`config.mk`:
```
export PLATFORM = sky130hd
export DESIGN_NAME = cancid_stream_sequencer_flat
export DESIGN_NICKNAME = d
export VERILOG_FILES = /design/src/rtl/cancid_stream_sequencer_if.sv /design/src/rtl/cancid_stream_sequencer.sv /design/src/flat_wrapper.sv
export SDC_FILE = /design/constraint.sdc
export NUM_CORES = 1
export LEC_CHECK = 0
export ABC_AREA = 1
export CAP_MARGIN = 20
export CORE_MARGIN = 2
export CORE_UTILIZATION = 38
export CTS_CLUSTER_SIZE = 14
export DETAILED_ROUTE_END_ITERATION = 10
export GPL_TIMING_DRIVEN = 1
export PLACE_DENSITY = 0.64
export SETUP_SLACK_MARGIN = 0.05
export SYNTH_ARGS = -nofsm -noshare
export SYNTH_HDL_FRONTEND = slang
export SYNTH_SLANG_ARGS = --single-unit
```
`constraint.sdc`:
```
create_clock -name clk -period 4.3 [get_ports clk]
set_input_delay 0.43 -clock clk [delete_from_list [all_inputs] [get_ports clk]]
set_output_delay 0.43 -clock clk [all_outputs]
set_load 0.1 [all_outputs]
```
`src/rtl/cancid_stream_sequencer_if.sv`:
```
// Packet ingress stream for cancid_stream_sequencer.
// Carries byte data with sop/eop framing, the per-packet flow key and the ready handshake.
interface cancid_stream_sequencer_if;
    logic [7:0]  pkt_data;
    logic        pkt_vld;
    logic        pkt_sop;
    logic        pkt_eop;
    logic [15:0] pkt_flow_key;
    logic        pkt_rdy;

    modport master (output pkt_data, pkt_vld, pkt_sop, pkt_eop, pkt_flow_key, input pkt_rdy);
    modport slave  (input pkt_data, pkt_vld, pkt_sop, pkt_eop, pkt_flow_key, output pkt_rdy);
endinterface

```
`src/rtl/cancid_stream_sequencer.sv`:
```
// Packet-to-regex-finger sequencer: stream table lookup, state load handshake, byte streaming and drain.
// Optional statistics counters are built when CANCID_SEQ_STATS_EN is defined.
module cancid_stream_sequencer (
    input  logic                        clk,
    input  logic                        rst,
    cancid_stream_sequencer_if.slave    pkt,
    input  logic [63:0]                 cfg_enable_mask,
    input  logic                        cfg_table_clr,
    output logic [7:0]                  char_in,
    output logic                        char_in_vld,
    output logic                        eop,
    output logic                        load_state,
    output logic [5:0]                  stream_id,
    output logic                        new_stream_id,
    output logic                        enable,
    output logic                        proto_err
`ifdef CANCID_SEQ_STATS_EN
    ,
    output logic [31:0]                 stat_pkts,
    output logic [31:0]                 stat_new_streams,
    output logic [15:0]                 stat_errs
`endif
);

    typedef enum logic [2:0] {
        S_IDLE, S_LOOKUP, S_LOAD, S_WAIT, S_STREAM, S_DRAIN1, S_DRAIN2
    } state_t;

    state_t      state_reg;
    logic [15:0] key_reg;
    logic [63:0] valid_reg;
    logic [9:0]  tag_mem [64];
    logic [9:0]  tag_rd_reg;
    logic        first_reg;
    logic        hit;
    logic        sop_abort;
    logic        stream_xfer;
    logic        tbl_wr;

    assign hit         = valid_reg[key_reg[5:0]] & (tag_rd_reg == key_reg[15:6]);
    // The packet's own sop beat is legal as the first STREAM byte; any later sop ends the packet.
    assign sop_abort   = (state_reg == S_STREAM) & pkt.pkt_vld & pkt.pkt_sop & ~first_reg;
    assign stream_xfer = (state_reg == S_STREAM) & pkt.pkt_vld & ~sop_abort;
    assign tbl_wr      = (state_reg == S_LOAD) & new_stream_id;

    always_comb begin
        pkt.pkt_rdy = 1'b0;
        if (!rst) begin
            case (state_reg)
                S_IDLE:   pkt.pkt_rdy = pkt.pkt_vld & ~pkt.pkt_sop;
                S_STREAM: pkt.pkt_rdy = ~sop_abort;
                default:  pkt.pkt_rdy = 1'b0;
            endcase
        end
    end

    // Tag storage: registered read while idle, so the last IDLE cycle (the sop beat) leaves the entry for LOOKUP.
    always_ff @(posedge clk) begin
        if (tbl_wr)
            tag_mem[stream_id] <= key_reg[15:6];
        if (state_reg == S_IDLE)
            tag_rd_reg <= tag_mem[pkt.pkt_flow_key[5:0]];
    end

    always_ff @(posedge clk or posedge rst) begin
        if (rst) begin
            valid_reg <= '0;
        end else if (cfg_table_clr) begin
            valid_reg <= '0;
        end else if (tbl_wr) begin
            valid_reg[stream_id] <= 1'b1;
        end
    end

    always_ff @(posedge clk or posedge rst) begin
        if (rst) begin
            state_reg     <= S_IDLE;
            key_reg       <= '0;
            first_reg     <= 1'b0;
            char_in       <= '0;
            char_in_vld   <= 1'b0;
            eop           <= 1'b0;
            load_state    <= 1'b0;
            stream_id     <= '0;
            new_stream_id <= 1'b0;
            enable        <= 1'b0;
            proto_err     <= 1'b0;
        end else begin
            char_in_vld <= 1'b0;
            eop         <= 1'b0;
            load_state  <= 1'b0;
            proto_err   <= 1'b0;
            case (state_reg)
                S_IDLE: begin
                    if (pkt.pkt_vld && pkt.pkt_sop) begin
                        key_reg   <= pkt.pkt_flow_key;
                        state_reg <= S_LOOKUP;
                    end else if (pkt.pkt_vld) begin
                        proto_err <= 1'b1;
                    end
                end
                S_LOOKUP: begin
                    // enable is captured together with stream_id so all three are stable while load_state is high.
                    stream_id     <= key_reg[5:0];
                    new_stream_id <= ~hit;
                    enable        <= cfg_enable_mask[key_reg[5:0]];
                    load_state    <= 1'b1;
                    state_reg     <= S_LOAD;
                end
                S_LOAD: begin
                    state_reg <= S_WAIT;
                end
                S_WAIT: begin
                    first_reg <= 1'b1;
                    state_reg <= S_STREAM;
                end
                S_STREAM: begin
                    if (sop_abort) begin
                        proto_err <= 1'b1;
                        state_reg <= S_DRAIN1;
                    end else if (stream_xfer) begin
                        first_reg   <= 1'b0;
                        char_in     <= pkt.pkt_data;
                        char_in_vld <= 1'b1;
                        if (pkt.pkt_eop)
                            state_reg <= S_DRAIN1;
                    end
                end
                S_DRAIN1: begin
                    state_reg <= S_DRAIN2;
                end
                S_DRAIN2: begin
                    eop       <= 1'b1;
                    state_reg <= S_IDLE;
                end
                default: begin
                    state_reg <= S_IDLE;
                end
            endcase
        end
    end

`ifdef CANCID_SEQ_STATS_EN
    always_ff @(posedge clk or posedge rst) begin
        if (rst) begin
            stat_pkts        <= '0;
            stat_new_streams <= '0;
            stat_errs        <= '0;
        end else begin
            if (state_reg == S_DRAIN2)
                stat_pkts <= stat_pkts + 32'd1;
            if (tbl_wr)
                stat_new_streams <= stat_new_streams + 32'd1;
            if (proto_err)
                stat_errs <= stat_errs + 16'd1;
        end
    end
`endif

endmodule

```
`src/flat_wrapper.sv`:
```
// flat-port wrapper written by rule: the top's interface ports become plain ports
module cancid_stream_sequencer_flat 
  (clk, rst, cfg_enable_mask, cfg_table_clr, char_in, char_in_vld, eop, load_state, stream_id, new_stream_id, enable, proto_err, pkt_pkt_data, pkt_pkt_vld, pkt_pkt_sop, pkt_pkt_eop, pkt_pkt_flow_key, pkt_pkt_rdy);
  cancid_stream_sequencer_if pkt_i ();
  input  logic clk;
  input  logic rst;
  input  logic [63:0] cfg_enable_mask;
  input  logic cfg_table_clr;
  output logic [7:0] char_in;
  output logic char_in_vld;
  output logic eop;
  output logic load_state;
  output logic [5:0] stream_id;
  output logic new_stream_id;
  output logic enable;
  output logic proto_err;
  input wire logic [$bits(pkt_i.pkt_data)-1:0] pkt_pkt_data;
  input wire logic [$bits(pkt_i.pkt_vld)-1:0] pkt_pkt_vld;
  input wire logic [$bits(pkt_i.pkt_sop)-1:0] pkt_pkt_sop;
  input wire logic [$bits(pkt_i.pkt_eop)-1:0] pkt_pkt_eop;
  input wire logic [$bits(pkt_i.pkt_flow_key)-1:0] pkt_pkt_flow_key;
  output wire logic [$bits(pkt_i.pkt_rdy)-1:0] pkt_pkt_rdy;
  assign pkt_i.pkt_data = pkt_pkt_data;
  assign pkt_i.pkt_vld = pkt_pkt_vld;
  assign pkt_i.pkt_sop = pkt_pkt_sop;
  assign pkt_i.pkt_eop = pkt_pkt_eop;
  assign pkt_i.pkt_flow_key = pkt_pkt_flow_key;
  assign pkt_pkt_rdy = pkt_i.pkt_rdy;
  cancid_stream_sequencer u_core (.clk(clk), .rst(rst), .pkt(pkt_i), .cfg_enable_mask(cfg_enable_mask), .cfg_table_clr(cfg_table_clr), .char_in(char_in), .char_in_vld(char_in_vld), .eop(eop), .load_state(load_state), .stream_id(stream_id), .new_stream_id(new_stream_id), .enable(enable), .proto_err(proto_err));
endmodule
```
## Yosys cells after proc, flatten, opt, wreduce, memory -nomap -nowiden

Memory sizes are Yosys's and may differ from the RTL's. A register that Yosys moved wholly into a read port is not among the register bits.
Index checks and enable logic that the tools add are counted.

| operators by class | value |
|---|---|
| order comparisons | 3 |
| eq/ne operators | 12 |
| mux-type cells | 29 |
| bitwise gates (word level) | 12 |
| reduce and logical (&&, ||, !) cells | 9 |

Operators with widths:

| kind | count |
|---|---|
| $mux W64 | 2 |
| $or A64 B64 Y64 | 1 |
| $pmux W3 S6 | 1 |
| $mux W1 | 16 |
| $lt A6 B7 Y1 const B | 2 |
| $bmux W1 S6 | 2 |
| $mux W3 | 4 |
| $eq A10 B10 Y1 | 1 |
| $eq A3 B3 Y1 const B | 3 |
| $reduce_and A3 Y1 | 3 |
| $and A1 B1 Y1 | 7 |
| $demux W1 S6 | 1 |
| $eq A3 B2 Y1 const B | 2 |
| $ge A6 B1 Y1 const B | 1 |
| $pmux W1 S2 | 3 |
| $ne A2 B2 Y1 const B | 2 |
| $not A1 Y1 | 4 |
| $reduce_bool A2 Y1 | 2 |
| $eq A3 B1 Y1 const B | 1 |
| $logic_not A3 Y1 | 1 |
| $ne A3 B1 Y1 const B | 1 |
| $ne A3 B2 Y1 const B | 1 |
| $logic_and A1 B1 Y1 | 2 |
| $ne A2 B1 Y1 const B | 1 |
| $reduce_and A2 Y1 | 1 |

| word-level totals | value |
|---|---|
| register bits | 104 |
| RAM bits | 640 |
| input bits | 94 |
| output and inout bits | 21 |
| memories | 1 |

Memories:

| name | words | width | read ports | clocked after Yosys merged registers in | wr ports | line | RTL |
|---|---|---|---|---|---|---|---|
| u_core.tag_mem | 64 | 10 | 1 | 1 | 1 | cancid_stream_sequencer.sv:32 | `logic [9:0] tag_mem [64];` |

## Depth between registers and ports, before layout

Gate-level depths: netlist of run 1.

| logic depth | value |
|---|---|
| depth in word-level cells | 9 |
| gate-level depth with buffers | 12 |
| depth with buffers taken out | 10 |

## Least setup slack after synthesis of run 1

OpenSTA, ideal clock, no wires.

| timing | value |
|---|---|
| path kind | register to output |
| from | register u_core.state_reg[0] |
| to | output pkt_pkt_rdy |
| arrival | 2.753 ns |
| data required time | 3.870 ns |
| setup slack | 1.117 ns |
| stages on the path, launching flop included | 6 |
| buffers on the path | 0 |
| cells stage by stage | dfrtp_1 > nor2_1 > inv_1 > nor2_1 > nand2_1 > a21oi_1 |

| on the way | value |
|---|---|
| word-level cells in the longest chain between the ends | 7 |
| elaborated cells on any way between the ends | 8 |
| classes of those cells | eq/ne: 1; mux: 2; bitwise: 4; reduce/logical: 1 |

RTL lines:

| element | line | RTL |
|---|---|---|
| start: declaration | cancid_stream_sequencer.sv:29 | `state_t state_reg;` |
| start signal: assignment | cancid_stream_sequencer.sv:77 | `state_reg <= S_IDLE;` |
| start signal: assignment | cancid_stream_sequencer.sv:97 | `state_reg <= S_LOOKUP;` |
| start signal: assignment | cancid_stream_sequencer.sv:108 | `state_reg <= S_LOAD;` |
| $eq A3 B3 Y1 | cancid_stream_sequencer.sv:42, cancid_stream_sequencer.sv:49 |  |
| $and A1 B1 Y1 (3 in series) | cancid_stream_sequencer.sv:42 | `assign sop_abort = (state_reg == S_STREAM) & pkt.pkt_vld & pkt.pkt_sop & ~first_reg;` |
| $not A1 Y1 (no line) | n/a |  |
| $pmux W1 S2 (*) | cancid_stream_sequencer.sv:49 | `case (state_reg)` |
| $mux W1 (*) | cancid_stream_sequencer.sv:48 | `if (!rst) begin` |
| end: declaration | flat_wrapper.sv:22 | `output wire logic [$bits(pkt_i.pkt_rdy)-1:0] pkt_pkt_rdy;` |

Every way passes the cells marked *; elsewhere a longest branch is shown, timed or not.

## Worst setup path in the final report of run 1

| timing | value |
|---|---|
| from | register u_core.stream_id[5] |
| to | output stream_id[5] |

RTL lines:

| element | line | RTL |
|---|---|---|
| start: declaration | cancid_stream_sequencer.sv:13 | `output logic [5:0] stream_id,` |
| start signal: assignment | cancid_stream_sequencer.sv:104 | `stream_id <= key_reg[5:0];` |
| end: declaration | flat_wrapper.sv:13 | `output logic [5:0] stream_id;` |

No word-level cell between the ends.

==> flow_summary.rst, run 1 <==
.. list-table::
   :header-rows: 1

   * - Metric
     - Value
   * - Pin slew with the least headroom to its limit
     - 1.11 ns
   * - RSZ-0062 raised after global routing
     - no
   * - Achievable Freq
     - between 300 and 400 MHz
   * - Area fraction of the dominant cell type after synthesis
     - 62.9%
   * - Final period demand of the worst path
     - approximately 2.9 ns
   * - Setup_tns
     - 0 ns
   * - Area grow syn2layout
     - 16.1%
   * - Proportion of power drawn by combinational gates
     - 20.3%
   * - Antenna-violating nets left
     - 0
   * - Gr usage total
     - between 20% and 30%
   * - Clock network power share
     - approximately 32%
   * - Maximum count of clock buffers along a single path
     - 3
   * - Non-Filler Cell Area, Final
     - 36000 um^2
   * - Setup-failing EPs final
     - 0
   * - TritonCTS Sinks
     - about 750
   * - Setup slack of the worst register-to-register path
     - 1.51 ns
   * - FF-to-FF Start
     - u_core.state_reg[2]$_DFFE_PP0P_
   * - CP max-delay cell
     - clkdlybuf4s50_1
   * - Post-Synth XOR/XNOR Area
     - less than 1%
   * - Synthesized-area fraction occupied by and/or/nand/nor cells
     - between 10 and 15%
   * - Static Leakage
     - around 13 nW
   * - Worst path arrival time
     - ~2.4 ns
   * - Area of the mapped netlist
     - 31000 um^2
   * - Maximum vdd drop
     - about 390 uV
   * - CTS tree
     - built
   * - Effective utilization at floorplan
     - between 30% and 40%
   * - Number of flip-flops under the largest register name
     - 640
   * - Tightest slew margin relative to the limit
     - approximately 25%
   * - Via count normalized by instance count
     - about 5.5
   * - Vias post-DR
     - 21600
   * - CP Depth
     - 1
   * - Wire length of the first global-routing pass
     - 130000 um
   * - Number of violations of the max-capacitance limit
     - 0
   * - Max Slew Vio Count
     - 0
   * - Post-CTS setup buffers
     - 0
   * - Synth Area in Adders
     - 0%
   * - Post-cts gate resize count
     - 0
   * - Post-Route Utilization
     - 44.6%
   * - Kind of cell adding the most delay to the critical path
     - buffers and inverters
   * - CTS Hold Bufs
     - 0
   * - H-tree levels
     - 3
   * - Wire length per cell
     - roughly 22 um
   * - Final hold violation count
     - 0
   * - Cell-by-cell listing of the critical path
     - clkdlybuf4s50_1
   * - Worst min-delay path endpoint
     - u_core.valid_reg[12]$_DFFE_PP0P_
   * - Proportion of layout cells with a drive suffix above 1
     - between 9 and 10%
   * - Synth cell types
     - 28
   * - Register clock-pin slew on the reported worst setup and hold paths
     - 0.06 ns
   * - Number of cell rows
     - roughly 100
   * - Die area
     - ~84000 um^2
   * - Final instance count without filler cells
     - between 3000 and 4000
   * - Clk root buf
     - clkbuf_16
   * - Height of the die
     - roughly 290 um
   * - Top area cells in the synthesized netlist
     - edfxtp_1, dfrtp_1, nand2_1, nor2_1, o21ai_0
   * - Routability congestion estimate from global placement
     - 0.860
   * - Largest family of logic cells by synthesized area
     - simple AND/OR/NAND/NOR gates
   * - Outcome
     - complete, no violations
   * - DRC violations left
     - 0
   * - Number of buffers added by the clock tree synthesis step
     - 77
   * - Sw power
     - 6.36 mW
   * - Syn avg cell area
     - 11.6 um^2
   * - Critical path data required time
     - a little under 4 ns
   * - Capture point of the worst reg-to-reg path
     - u_core.tag_mem[60][6]$_DFFE_PP_
   * - Endpoint kind of the worst setup timing path
     - output pin
   * - Part of the cycle the worst path needs
     - roughly two thirds
   * - GRT Residual Overflow
     - 0
   * - Commonest non-fill, non-tap cell in the layout
     - edfxtp_1
   * - Fraction of power spent switching nets
     - between 30% and 40%
   * - Horiz. Die Dim
     - 290 um
   * - Detail Placement HPWL
     - ~50000 um
   * - Area fraction in compound gates after synthesis
     - between 10% and 20%
   * - Total wirelength of the detailed-routed design
     - between 80000 and 90000 um
   * - Dominant cell type by area after synthesis
     - edfxtp_1
   * - Antenna cell count
     - 0
   * - Number of cells on the worst hold path
     - 2
   * - Yosys warning total
     - 0
   * - Worst Min Path Start
     - cfg_table_clr
   * - Detailed router's first-iteration violation count
     - 2420
   * - Stage delay of the slowest cell on the critical path
     - ~1.2 ns
   * - Proportion of power drawn by flip-flops and latches
     - a little under half
   * - Total of buffers placed on input and output ports
     - ~110
   * - Classification of the worst-slack hold path
     - primary input to register
   * - Boundary pin count
     - ~120
   * - Power Dens Cells
     - 563 nW/um^2
   * - Kind of launch point of the worst setup path
     - register
   * - Antenna violations before repair
     - 4
   * - Commonest cells after routing, fill and taps aside
     - edfxtp_1, nand2_1, nor2_1, o21ai_0, o22ai_1
   * - Register-to-Register Path Depth
     - 7
   * - Sequential share of the synthesized area
     - roughly 71%
   * - Clock skew after layout
     - around 0.030 ns
   * - Post-Syn Instances
     - around 2700
   * - Net Count, Synth
     - between 2000 and 3000
   * - Worst skew pair latency
     - about 0.62 ns
   * - Pre-Repair DR Iteration Count
     - 7
   * - Placed Instances
     - approximately 3800
   * - Net count, final
     - 2888
   * - Number of synthesized register bits
     - about 750
   * - Top fanout value on the critical path
     - 8
   * - Post-DP Area
     - around 33000 um^2
   * - Pin count of the biggest net entering global routing
     - roughly 190
   * - Buffers and inverters on the worst path
     - 1
   * - Total internal power
     - 13.9 mW
   * - Placeable Area
     - between 80000 and 90000 um^2
   * - Proportion of synthesized area in mux cells
     - less than 1%
   * - Type of the setup path with the least slack
     - register to output pin
   * - Vias in the first global route
     - slightly above 20000
==> synthesized netlist by cell type <==
library cell / number
buf_4: 6
o21ba_2: 51
nand3_1: 151
xor2_1: 4
a2111oi_0: 1
dfrtp_1: 104
inv_2: 4
nor3_1: 12
o22ai_1: 168
mux2_2: 10
o31ai_1: 1
inv_1: 38
o21ai_1: 37
nor2_2: 3
a21oi_1: 6
clkbuf_2: 10
buf_6: 4
nand4_1: 1
clkbuf_1: 94
edfxtp_1: 650
o21ai_0: 315
xnor2_1: 6
nor3_2: 1
buf_1: 11
o211ai_1: 1
nand2_1: 503
nor2_1: 439
buf_2: 47
==> routing by layer <==
layer,vias up,track usage (%),part of all wire (%)
li1,9738,-,-
met2,1035,32.8,47
met5,-,0,0.015
met4,2,6.81,3.1
met1,10700,28.8,41
met3,165,3.88,8.9
==> worst max path at each step <==
stage                                                from                               to  slack (ns)
after detailed placement              pkt_pkt_flow_key[0]   u_core.tag_rd_reg[9]$_DFFE_PP_        1.31
after global placement                pkt_pkt_flow_key[0]   u_core.tag_rd_reg[9]$_DFFE_PP_        1.30
final                     u_core.stream_id[5]$_DFFE_PP0P_                     stream_id[5]        1.43
after CTS                 u_core.state_reg[0]$_DFFE_PP0P_  u_core.tag_mem[42][6]$_DFFE_PP_        1.40
after floorplan           u_core.state_reg[0]$_DFFE_PP0P_                      pkt_pkt_rdy        1.12
after global routing      u_core.state_reg[0]$_DFFE_PP0P_  u_core.tag_mem[60][1]$_DFFE_PP_        1.32
==> kinds of logic after synthesis <==
kind of cell / Yosys count
compound gates: 580
mux: 10
flops: 754
buf+inv: 214
xor+xnor: 10
simple gates: 1110
==> stage by stage <==
step           total power, mW  setup WS, ns  hold slack, ns
6_report                  20.3          1.43           0.184
2_1_floorplan             12.0          1.12           0.447
3_5_place_dp              13.8          1.31           0.458
5_1_grt                   20.9          1.32           0.190
3_3_place_gp              13.8          1.30           0.452
4_1_cts                   20.3          1.40           0.331
==> power by group through the flow <==
stage	sequential, mW	clock (mW)	combinational (mW)
detailed placement	9.76	0	4.08
global route	9.66	6.89	4.39
CTS	9.61	6.61	4.09
floorplan	10.5	0	1.54
finish	9.62	6.54	4.12
global placement	9.76	0	4.03
==> layout make-up <==
class | count | area [um^2]
multi-input cells | 1710 | 7960
well taps | 1060 | 1330
repair buffers | 209 | 1970
inverters | 42 | 170
flip-flops and latches | 754 | 22100
clock buffers | 109 | 2170
fillers | 7378 | 44700
clock inverters | 28 | 265
Power figures use the tool's default switching activity.
==> run 2, diff against run 1 <==
- PLACE_DENSITY: 0.64 -> 0.66
- clock period: 4.3 -> 2.55 ns (I/O delays scaled with it)
==> flow_summary.rst, run 2 (same netlist as run 1, synthesis figures left out) <==
.. list-table::
   :header-rows: 1

   * - Metric
     - Value
   * - Final period demand of the worst path
     - 2.31 ns
   * - FF-to-FF Start
     - u_core.state_reg[0]$_DFFE_PP0P_
   * - Via count normalized by instance count
     - 5.45 (-1.5%)
   * - Horiz. Die Dim
     - 290 um (unchanged)
   * - Power consumption
     - 34.9 mW (+72%)
   * - Vias post-DR
     - 21600 (-0.060%)
   * - Non-Filler Cell Area, Final
     - 36600 um^2 (+1.6%)
   * - Final hold violation count
     - 0 (unchanged)
   * - Antenna cell count
     - 0 (unchanged)
   * - Total of buffers placed on input and output ports
     - 114 (unchanged)
   * - Start point of the critical path
     - u_core.state_reg[0]$_DFFE_PP0P_
   * - Kind of launch point of the worst setup path
     - register
   * - Area grow syn2layout
     - 17.9%
   * - Setup_tns
     - 0 ns (unchanged)
   * - Multi-input gate area
     - 7970 um^2 (about the same)
   * - Achievable Freq
     - around 430 MHz
   * - Critical path data required time
     - 2.30 ns (-1.57 ns)
   * - Post-CTS setup buffers
     - 0 (unchanged)
   * - Die area
     - 83900 um^2 (unchanged)
   * - Worst skew pair latency
     - 0.63 ns (about the same)
   * - Number of cell rows
     - 104 (unchanged)
   * - Max Slew Vio Count
     - 0 (unchanged)
   * - Pin slew with the least headroom to its limit
     - 0.918 ns (-0.197 ns)
   * - Classification of the worst-slack hold path
     - primary input to async pin
   * - Placeable Area
     - 80700 um^2 (unchanged)
   * - Setup-failing EPs final
     - 0 (unchanged)
   * - Register clock-pin slew on the reported worst setup and hold paths
     - 0.06 ns (about the same)
   * - Effective utilization at floorplan
     - 38.4% (unchanged)
   * - GRT Residual Overflow
     - 0 (unchanged)
   * - Stage delay of the slowest cell on the critical path
     - 0.43 ns (-0.81 ns)
   * - Type of the setup path with the least slack
     - register to output pin
   * - Post-cts gate resize count
     - 0 (unchanged)
   * - Number of violations of the max-capacitance limit
     - 0 (unchanged)
   * - Area of all sequential standard cells
     - 22100 um^2 (about the same)
   * - Post-DP Area
     - 34100 um^2 (+2.1%)
   * - DRC violations left
     - 0 (unchanged)
   * - Cell-by-cell listing of the critical path
     - nor2_1 -> inv_1 -> nor2_1 -> nand2_1 -> a21oi_2 -> buf_12
   * - Maximum vdd drop
     - 766 uV (+95%)
   * - Antenna violations before repair
     - 1 (-3)
   * - Detail Placement HPWL
     - 51700 um (+3.8%)
   * - RSZ-0062 raised after global routing
     - no
   * - Part of the cycle the worst path needs
     - between 90 and 100%
   * - Capture point of the worst reg-to-reg path
     - u_core.tag_mem[62][0]$_DFFE_PP_
   * - Worst path arrival time
     - 2.05 ns (-0.39 ns)
   * - Maximum count of clock buffers along a single path
     - 3 (unchanged)
   * - Vias in the first global route
     - 20800 (+1.3%)
   * - Pre-Repair DR Iteration Count
     - 8 (+1)
   * - Clk root buf
     - clkbuf_16
   * - Total wirelength of the detailed-routed design
     - 87400 um (+0.68%)
   * - Antenna-violating nets left
     - 0 (unchanged)
   * - CP max-delay cell
     - dfrtp_1
   * - Gr usage total
     - 20.7% (+0.039 points)
   * - Net count, final
     - 2937 (+1.7%)
   * - Filler Cell Count
     - 7304 (-1.0%)
   * - Tightest slew margin relative to the limit
     - 38.8% (+13 points)
   * - Detailed router's first-iteration violation count
     - 2651 (+9.5%)
   * - Pin count of the biggest net entering global routing
     - 93 (-51%)
   * - Number of buffers added by the clock tree synthesis step
     - 77 (unchanged)
   * - Static Leakage
     - 13.1 nW (+2.9%)
   * - Register-to-Register Path Depth
     - 9 (+2)
   * - Routability congestion estimate from global placement
     - 0.907 (+5.5%)
   * - CTS Hold Bufs
     - 0 (unchanged)
   * - Clock skew after layout
     - 0.0289 ns (-0.00133 ns)
   * - Post-Route Utilization
     - 45.3% (+0.71 points)
   * - Wire length per cell
     - 22.0 um (-0.74%)
   * - Setup slack of the worst register-to-register path
     - 0.29 ns (-1.22 ns)
   * - H-tree levels
     - 3 (unchanged)
   * - Endpoint kind of the worst setup timing path
     - output pin
   * - Top fanout value on the critical path
     - 6 (-2)
   * - Wire length of the first global-routing pass
     - 130000 um (about the same)
   * - CTS tree
     - built
   * - Outcome
     - complete, no violations
   * - Commonest non-fill, non-tap cell in the layout
     - edfxtp_1
   * - Cell with the most instances on the worst path
     - nor2_1
   * - Proportion of layout cells with a drive suffix above 1
     - 12.4% (+2.4 points)
   * - TritonCTS Sinks
     - 754 (unchanged)
   * - Height of the die
     - 290 um (unchanged)
   * - Power Dens Cells
     - 953 nW/um^2 (+69%)
   * - Boundary pin count
     - 115 (unchanged)
   * - Number of flip-flops under the largest register name
     - 640 (unchanged)
   * - Hold WS
     - 0.141 ns (-0.0424 ns)
   * - Commonest cells after routing, fill and taps aside
     - edfxtp_1, nand2_1, nor2_1, o21ai_0, o22ai_1
[run 2: cell types whose count changed in the layout (fill, tap and decap cells not counted), sizes merged]
cell,change
inv,+1
clkdlybuf4s50,-20
buf,+70
bufinv,-1
clkinvlp,+1
clkbuf,-3
clkinv,+8
[run 2: layout make-up]
type,count,share of cell area (%)
Clock inverter,37,0.828
Tap cell,1060,3.63
Clock buffer,107,5.89
Sequential cell,754,60.5
Multi-Input combinational cell,1710,21.8
Inverter,42,0.469
Timing Repair Buffer,258,6.87
[run 2: metal layers]
metal / track usage [%] / vias to the layer above / routed length (um)
met1: 29.2 / 10500 / 36700
met3: 3.97 / 158 / 8120
met4: 7.74 / 2 / 2780
met5: 0 / - / 12
li1: - / 9857 / -
met2: 31.8 / 1108 / 39800
[run 2: worst max path at each step]
| stage | end | slack (ns) | cells after the start |
|---|---|---|---|
| after detailed placement | u_core.tag_mem[62][4]$_DFFE_PP_ | 0.36 | 9 |
| after floorplan | pkt_pkt_rdy | 0.13 | 5 |
| after CTS | pkt_pkt_rdy | 0.23 | 6 |
| after global placement | u_core.tag_rd_reg[3]$_DFFE_PP_ | 0.34 | 11 |
| final | pkt_pkt_rdy | 0.24 | 6 |
| after global routing | pkt_pkt_rdy | 0.17 | 6 |
[run 2: metrics by stage]
stage | instances | setup slack (ns)
finish | 3968 | 0.243
global route | 3968 | 0.174
CTS | 3968 | 0.228
detailed placement | 3824 | 0.359
global placement | 3824 | 0.343
floorplan | 2678 | 0.131
[run 2: where the power goes]
group	leakage, nW	internal (mW)	total [mW]	switching [mW]
clock network	1.20	6.33	11.0	4.67
logic	4.64	1.76	7.59	5.83
registers	7.25	15.5	16.3	0.745
[run 2: critical path: cells and delay by family, from the launching register on]
kind	cells	cell delay [ns]
buffers and inverters	2	0.26
flip-flops	1	0.43
AO/OA/AOI/OAI	1	0.22
AND/OR/NAND/NOR	3	0.51
